==> config.mk <==
export PLATFORM = sky130hd
export DESIGN_NAME = burst_seq_ctrl
export DESIGN_NICKNAME = d
export VERILOG_FILES = /design/src/rtl/burst_seq_ctrl.sv
export SDC_FILE = /design/constraint.sdc
export NUM_CORES = 1
export LEC_CHECK = 0
export CAP_MARGIN = 40
export CORE_UTILIZATION = 49
export CTS_BUF_LIST = sky130_fd_sc_hd__clkbuf_4
export DETAILED_ROUTE_END_ITERATION = 10
export GPL_TIMING_DRIVEN = 0
export PLACE_DENSITY = 0.88
export SLEW_MARGIN = 40
export SYNTH_ARGS = -nofsm -noshare
export SYNTH_HDL_FRONTEND = slang
export SYNTH_SLANG_ARGS = --single-unit
==> constraint.sdc <==
create_clock -name clk -period 4.15 [get_ports clk]
set_clock_uncertainty 0.2 [all_clocks]
set_input_delay 0.6225 -clock clk [delete_from_list [all_inputs] [get_ports clk]]
set_output_delay 0.6225 -clock clk [all_outputs]
set_load 0.005 [all_outputs]
==> src/rtl/burst_seq_ctrl.sv <==
// Burst sequencer: loads a downstream counter with the start address, then steps it once per accepted beat.
// Optional BURST_WRAP_EN adds i_wrap_end; a non-last beat at that address reloads the start instead of counting.
module burst_seq_ctrl #(
  parameter int WIDTH = 8,
  parameter int LEN_W = 8
) (
  input  logic             clk,
  input  logic             rst_n,
  input  logic             i_req_valid,
  output logic             o_req_ready,
  input  logic [WIDTH-1:0] i_start_addr,
  input  logic [LEN_W-1:0] i_length,
  output logic             o_set_en,
  output logic [WIDTH-1:0] o_set_data,
  output logic             o_count_en,
  input  logic [WIDTH-1:0] i_number,
  output logic [WIDTH-1:0] o_addr,
  output logic             o_addr_valid,
  input  logic             i_beat_ready,
  output logic             o_last,
  output logic             o_done,
  output logic             o_busy
`ifdef BURST_WRAP_EN
  ,
  input  logic [WIDTH-1:0] i_wrap_end
`endif
);

  typedef enum logic [1:0] {IDLE, LOAD, RUN, DONE} state_t;

  state_t           state_q, state_d;
  logic [WIDTH-1:0] start_q, start_d;
  logic [LEN_W-1:0] rem_q, rem_d;
  logic             valid_q, valid_d;
  logic             last_q, last_d;
  logic             done_q, done_d;
  logic             load_q, load_d;
  logic             busy_q, busy_d;
  logic             beat_acc;
  logic             wrap_hit;

  assign beat_acc = valid_q & i_beat_ready;

`ifdef BURST_WRAP_EN
  // The final beat never reloads: the burst ends there regardless of the window.
  assign wrap_hit = beat_acc & ~last_q & (i_number == i_wrap_end);
`else
  assign wrap_hit = 1'b0;
`endif

  always_comb begin
    state_d = state_q;
    start_d = start_q;
    rem_d   = rem_q;
    case (state_q)
      IDLE: begin
        if (i_req_valid) begin
          if (i_length == '0) begin
            state_d = DONE;
          end else begin
            start_d = i_start_addr;
            rem_d   = i_length;
            state_d = LOAD;
          end
        end
      end
      LOAD: state_d = RUN;
      RUN: begin
        if (beat_acc) begin
          rem_d = rem_q - 1'b1;
          if (last_q) state_d = DONE;
        end
      end
      DONE:    state_d = IDLE;
      default: state_d = IDLE;
    endcase
    // Output flags are registered from the next state so they line up with state_q.
    valid_d = (state_d == RUN);
    last_d  = (state_d == RUN) && (rem_d == LEN_W'(1));
    done_d  = (state_d == DONE);
    load_d  = (state_d == LOAD);
    busy_d  = (state_d != IDLE);
  end

  always_ff @(posedge clk) begin
    if (!rst_n) begin
      state_q <= IDLE;
      start_q <= '0;
      rem_q   <= '0;
      valid_q <= 1'b0;
      last_q  <= 1'b0;
      done_q  <= 1'b0;
      load_q  <= 1'b0;
      busy_q  <= 1'b0;
    end else begin
      state_q <= state_d;
      start_q <= start_d;
      rem_q   <= rem_d;
      valid_q <= valid_d;
      last_q  <= last_d;
      done_q  <= done_d;
      load_q  <= load_d;
      busy_q  <= busy_d;
    end
  end

  assign o_req_ready  = rst_n & (state_q == IDLE);
  assign o_addr       = i_number;
  assign o_addr_valid = valid_q;
  assign o_last       = last_q;
  assign o_done       = done_q;
  assign o_busy       = busy_q;
  assign o_count_en   = beat_acc & ~wrap_hit;
  assign o_set_en     = load_q | wrap_hit;
  assign o_set_data   = o_set_en ? start_q : '0;

endmodule

After elaboration in Yosys (flattened, before gate mapping)

Index checks and enable logic that the tools add are counted.

Word-level logic and storage cells: 34
Output and inout port bits: 23
Bits in registers: 23
Bits of input ports: 28

Muxes and demuxes: 10
Bitwise gates (word level): 3
Add/sub/neg operators: 1
Equal/unequal tests: 7
Reductions and logical operators: 5

Operators with widths:

| kind                                                                   | count |
|---|---|
| 8-bit 2-to-1 mux                                                       | 4 |
| 8-bit one-hot mux with 2 select lines                                  | 1 |
| 2-bit equality test (second input constant)                            | 4 |
| 8-bit by 1-bit equality test with 1-bit output (second input constant) | 1 |
| 8-bit logical NOT                                                      | 1 |
| 2-bit 2-to-1 mux                                                       | 4 |
| 2-bit one-hot mux with 4 select lines                                  | 1 |
| 8-bit by 1-bit subtractor with 8-bit output (second input constant)    | 1 |
| 2-bit by 1-bit equality test with 1-bit output (second input constant) | 2 |
| 3-bit AND reduction                                                    | 1 |
| 1-bit AND                                                              | 2 |
| 2-bit logical NOT                                                      | 1 |
| 2-bit nonzero test                                                     | 1 |
| 1-bit logical AND                                                      | 1 |
| 1-bit inverter                                                         | 1 |

Longest topological paths before layout

Word-level depth: 6
Gate-level depth with buffers: 9
Mapped depth without buffers: 8

Worst setup path after synthesis

OpenSTA, ideal clock, no wires.

Kind: input -> register
From: input i_length[4]
To: register last_q (netlist: o_last)
Stages: 6
Setup slack: 1.916 ns
Data required time: 3.863 ns
Arrival: 1.946 ns
Buffers on the path: 0
Library setup time: 0.087 ns
Path through: or4_4 -> o21ai_2 -> and2_4 -> a21boi_2 -> nand4bb_1 -> nor4b_2

Longest elaborated chain between the ends: 6
Elaborated cells on any way between the ends: 10
Classes of those cells: eq/ne: 2; mux: 6; reduce/logical: 2

RTL lines:

| item                                                                                           | RTL line | text |
|---|---|---|
| start: declaration                                                                             | 12       | `input logic [LEN_W-1:0] i_length,` |
| 8-bit logical NOT                                                                              | 58       | `if (i_length == '0) begin` |
| 8-bit 2-to-1 mux or 2-bit 2-to-1 mux (tied branches)                                           | 58       |  |
| 8-bit 2-to-1 mux or 2-bit 2-to-1 mux (tied branches)                                           | 57       | `if (i_req_valid) begin` |
| 8-bit one-hot mux with 2 select lines or 2-bit one-hot mux with 4 select lines (tied branches) | 55       | `case (state_q)` |
| 8-bit by 1-bit equality test with 1-bit output or 2-bit equality test (tied branches)          | 79       | `last_d = (state_d == RUN) && (rem_d == LEN_W'(1));` |
| 1-bit logical AND (*)                                                                          | 79       |  |
| end signal: assignment                                                                         | 100      | `last_q <= last_d;` |
| end: declaration                                                                               | 35       | `logic last_q, last_d;` |

Every way passes the cells marked *; elsewhere a longest branch is shown, timed or not.
A chain may end at the register's enable or synchronous reset.

Worst setup path in the final report

From: input rst_n
To: output o_req_ready

Longest elaborated chain between the ends: 1

RTL lines:

| item               | RTL line | text |
|---|---|---|
| start: declaration | 8        | `input logic rst_n,` |
| 1-bit AND          | 107      | `assign o_req_ready = rst_n & (state_q == IDLE);` |
| end: declaration   | 10       | `output logic o_req_ready,` |

Every way passes these cells.

==> impl_metrics.json <==
{
  "status": "complete, no violations",
  "crit_arrival_ps": 2200,
  "via_per_inst": 5.46,
  "grt_pass1_vias": 1141,
  "mostFrequentLayoutCells": "42 x clkdlybuf4s50_1, 30 x nand2_1, 23 x dfxtp_1",
  "clk_latency_ps": 320,
  "antenna_cells": 0,
  "postCtsSetupRepairBufs": 0,
  "ys_top_cells_by_area": "dfxtp_1 34%, nand2_1 8.4%, a21boi_0 6.2%",
  "fin_util": 0.722,
  "start_util": 0.529,
  "criticalPathCategory": "in -> out",
  "ir_worst_vdd_mv": 0.473,
  "r2r_slack_ps": 1760,
  "syn_nets": 191,
  "syn_inst": 160,
  "syn-cell-area_um2": 1340,
  "crit_path_end_kind": "output port",
  "wire_per_inst_um": 14.6,
  "final_common_cell": "clkdlybuf4s50_1",
  "die_area_um2": 2940,
  "drtIter0Drc": 45,
  "fp.dieW_um": 54.2,
  "min_period_over_period": 0.729,
  "r2r_cells": 6,
  "rows": 18,
  "maxSlewHeadroom": 0.553,
  "drv_cap": 0,
  "p_int_w": 0.000566,
  "cp.required_ps": 3330,
  "pre_cts_slack_ps": 950,
  "start_kind": "input pin",
  "grt_max_degree": 14,
  "synth-seq-cells": 23,
  "die_h_um": 54.2,
  "area_growth_pct": 36.4,
  "firstDrtPassIters": 4,
  "hold_viol": 0,
  "setup_tns_ps": 0,
  "syn_area_per_cell_um2": 8.34,
  "power_frac_seq": 0.348,
  "grtUsageTotal": 0.242,
  "dpl_cell_area_um2": 1790,
  "ys_seq_area_frac": 0.345,
  "fin_cells": 236,
  "rr_endpoint": "o_last",
  "drt-total-wl_um": 3450,
  "power.share.switching": 0.420,
  "max_freq_mhz": 330,
  "synth.largest_area_cell": "dfxtp_1",
  "power_frac_clock": 0.112,
  "synth_cell_types": 42,
  "cts_sinks": 23,
  "antenna_found_initial": 0,
  "rr_startpoint": "o_addr_valid",
  "tritoncts.num_buffers": 3,
  "nFillCells": 216,
  "fin_ws_ps": 1120,
  "ys_warn_count": 0,
  "portBuffers": 42,
  "p_leak_nw": 0.720,
  "postCtsHoldBufs": 0,
  "grt_pass1_wl_um": 5060,
  "drc": 0,
  "fin_crit_ps": 3030,
  "cts_buffer_depth": 2,
  "tightest_slew_ps": 662,
  "path_max_fanout": 10,
  "htree_levels": 1,
  "yosysTopAreaCellShare": 0.345,
  "p_sw_w": 0.000409,
  "io_pins": 51,
  "hold_path_end": "start_q[4]",
  "drive_gt1_frac": 0.141,
  "grt_setup_unrepaired": "no",
  "fp.coreArea_um2": 2520,
  "holdPathStages": 2,
  "clk_pin_slew_ps": 130,
  "p_per_area_nw_per_um2": 536,
  "hold_class": "reg -> reg",
  "ant_nets": 0,
  "ys_async_sr_fraction": 0,
  "setup_viol": 0,
  "cts_resized": 0,
  "design_area_um2": 1820,
  "cts_root_buffer": "clkbuf_4",
  "grt_remaining_overflow": 0,
  "final-max-slew-violation-count": 0,
  "routabilityCongestion": 0.941,
  "dp.cells": 232,
  "nets": 238,
  "synthFlopType": "dfxtp_1",
  "power_frac_comb": 0.540,
  "dp_hpwl_um": 2700,
  "vias": 1288,
  "synth-edff-count": 0,
  "min-delay-start": "start_q[4]",
  "tritoncts": "done"
}
[synthesized netlist by cell type, drive strengths merged (5+ instances only)]
library cell   n
a21boi        12
nor2           8
and2          13
dfxtp         23
inv            8
a21oi          7
nand2         30
o21ai          5
buf           10
[stage by stage]
stage / power [W] / hold WS, ps
after floorplan: 0.000674 / 239
after global routing: 0.00104 / 298
after CTS: 0.000972 / 272
after detailed placement: 0.000864 / 254
after global placement: 0.000842 / 248
final: 0.000975 / 267
[power groups by stage]
| stage | registers [W] | logic [W] | clock network, W |
|---|---|---|---|
| after floorplan | 0.000329 | 0.000345 | 0 |
| after global placement | 0.000339 | 0.000503 | 0 |
| after detailed placement | 0.000343 | 0.000521 | 0 |
| after CTS | 0.000337 | 0.000523 | 0.000111 |
| after global routing | 0.000347 | 0.000577 | 0.000120 |
| final | 0.000339 | 0.000527 | 0.000109 |
[critical path: stages]
cell             delay (ps)
clkdlybuf4s50_1         530
clkbuf_1                360
and2_1                  190
clkdlybuf4s50_1         490
[state kept, by name, summed over array words and instances, names as in the netlist]
register and cells:
o_addr_valid 1, o_busy 1, o_done 1, o_last 1, o_set_en 1, rem_q 8, start_q 8, state_q 2
[area by class of cell]
type / count / area (µm²) / share of cell area
clock inverter: 1 / 5.00 / 0.00275
sequential: 23 / 460 / 0.253
tap: 30 / 37.5 / 0.0206
buffer: 13 / 87.6 / 0.0481
inverter: 8 / 30.0 / 0.0165
timing repair buffer: 42 / 420 / 0.231
clock buffer: 3 / 22.5 / 0.0124
multi-input combinational: 116 / 757 / 0.416
[worst max path at each step]
stage,startpoint,to
4_1_cts,rst_n,o_req_ready
3_5_place_dp,i_beat_ready,o_last
5_1_grt,rst_n,o_req_ready
2_1_floorplan,i_length[4],o_last
6_report,rst_n,o_req_ready
3_3_place_gp,i_beat_ready,o_last
[layer usage]
metal | GRT usage | share of wire | vias to the layer above
met5 | 0 | 0 | -
met4 | 0.0598 | 0.0029 | 0
met3 | 0.0395 | 0.071 | 2
met2 | 0.417 | 0.50 | 50
met1 | 0.310 | 0.43 | 601
li1 | - | - | 635
[cell families (layout without fill, tap and decap cells)]
logic type | Yosys count | in the layout | share of synthesized area
AND/OR/NAND/NOR | 71 | 71 | 0.296
AO/OA/AOI/OAI | 35 | 35 | 0.193
flip-flops | 23 | 23 | 0.345
buffers and inverters | 21 | 67 | 0.0881
XOR/XNOR | 4 | 4 | 0.0262
adder cells (fa/ha/maj) | 3 | 3 | 0.0281
multiplexers | 3 | 3 | 0.0234
Note: power is estimated with default switching activity, not from simulation.
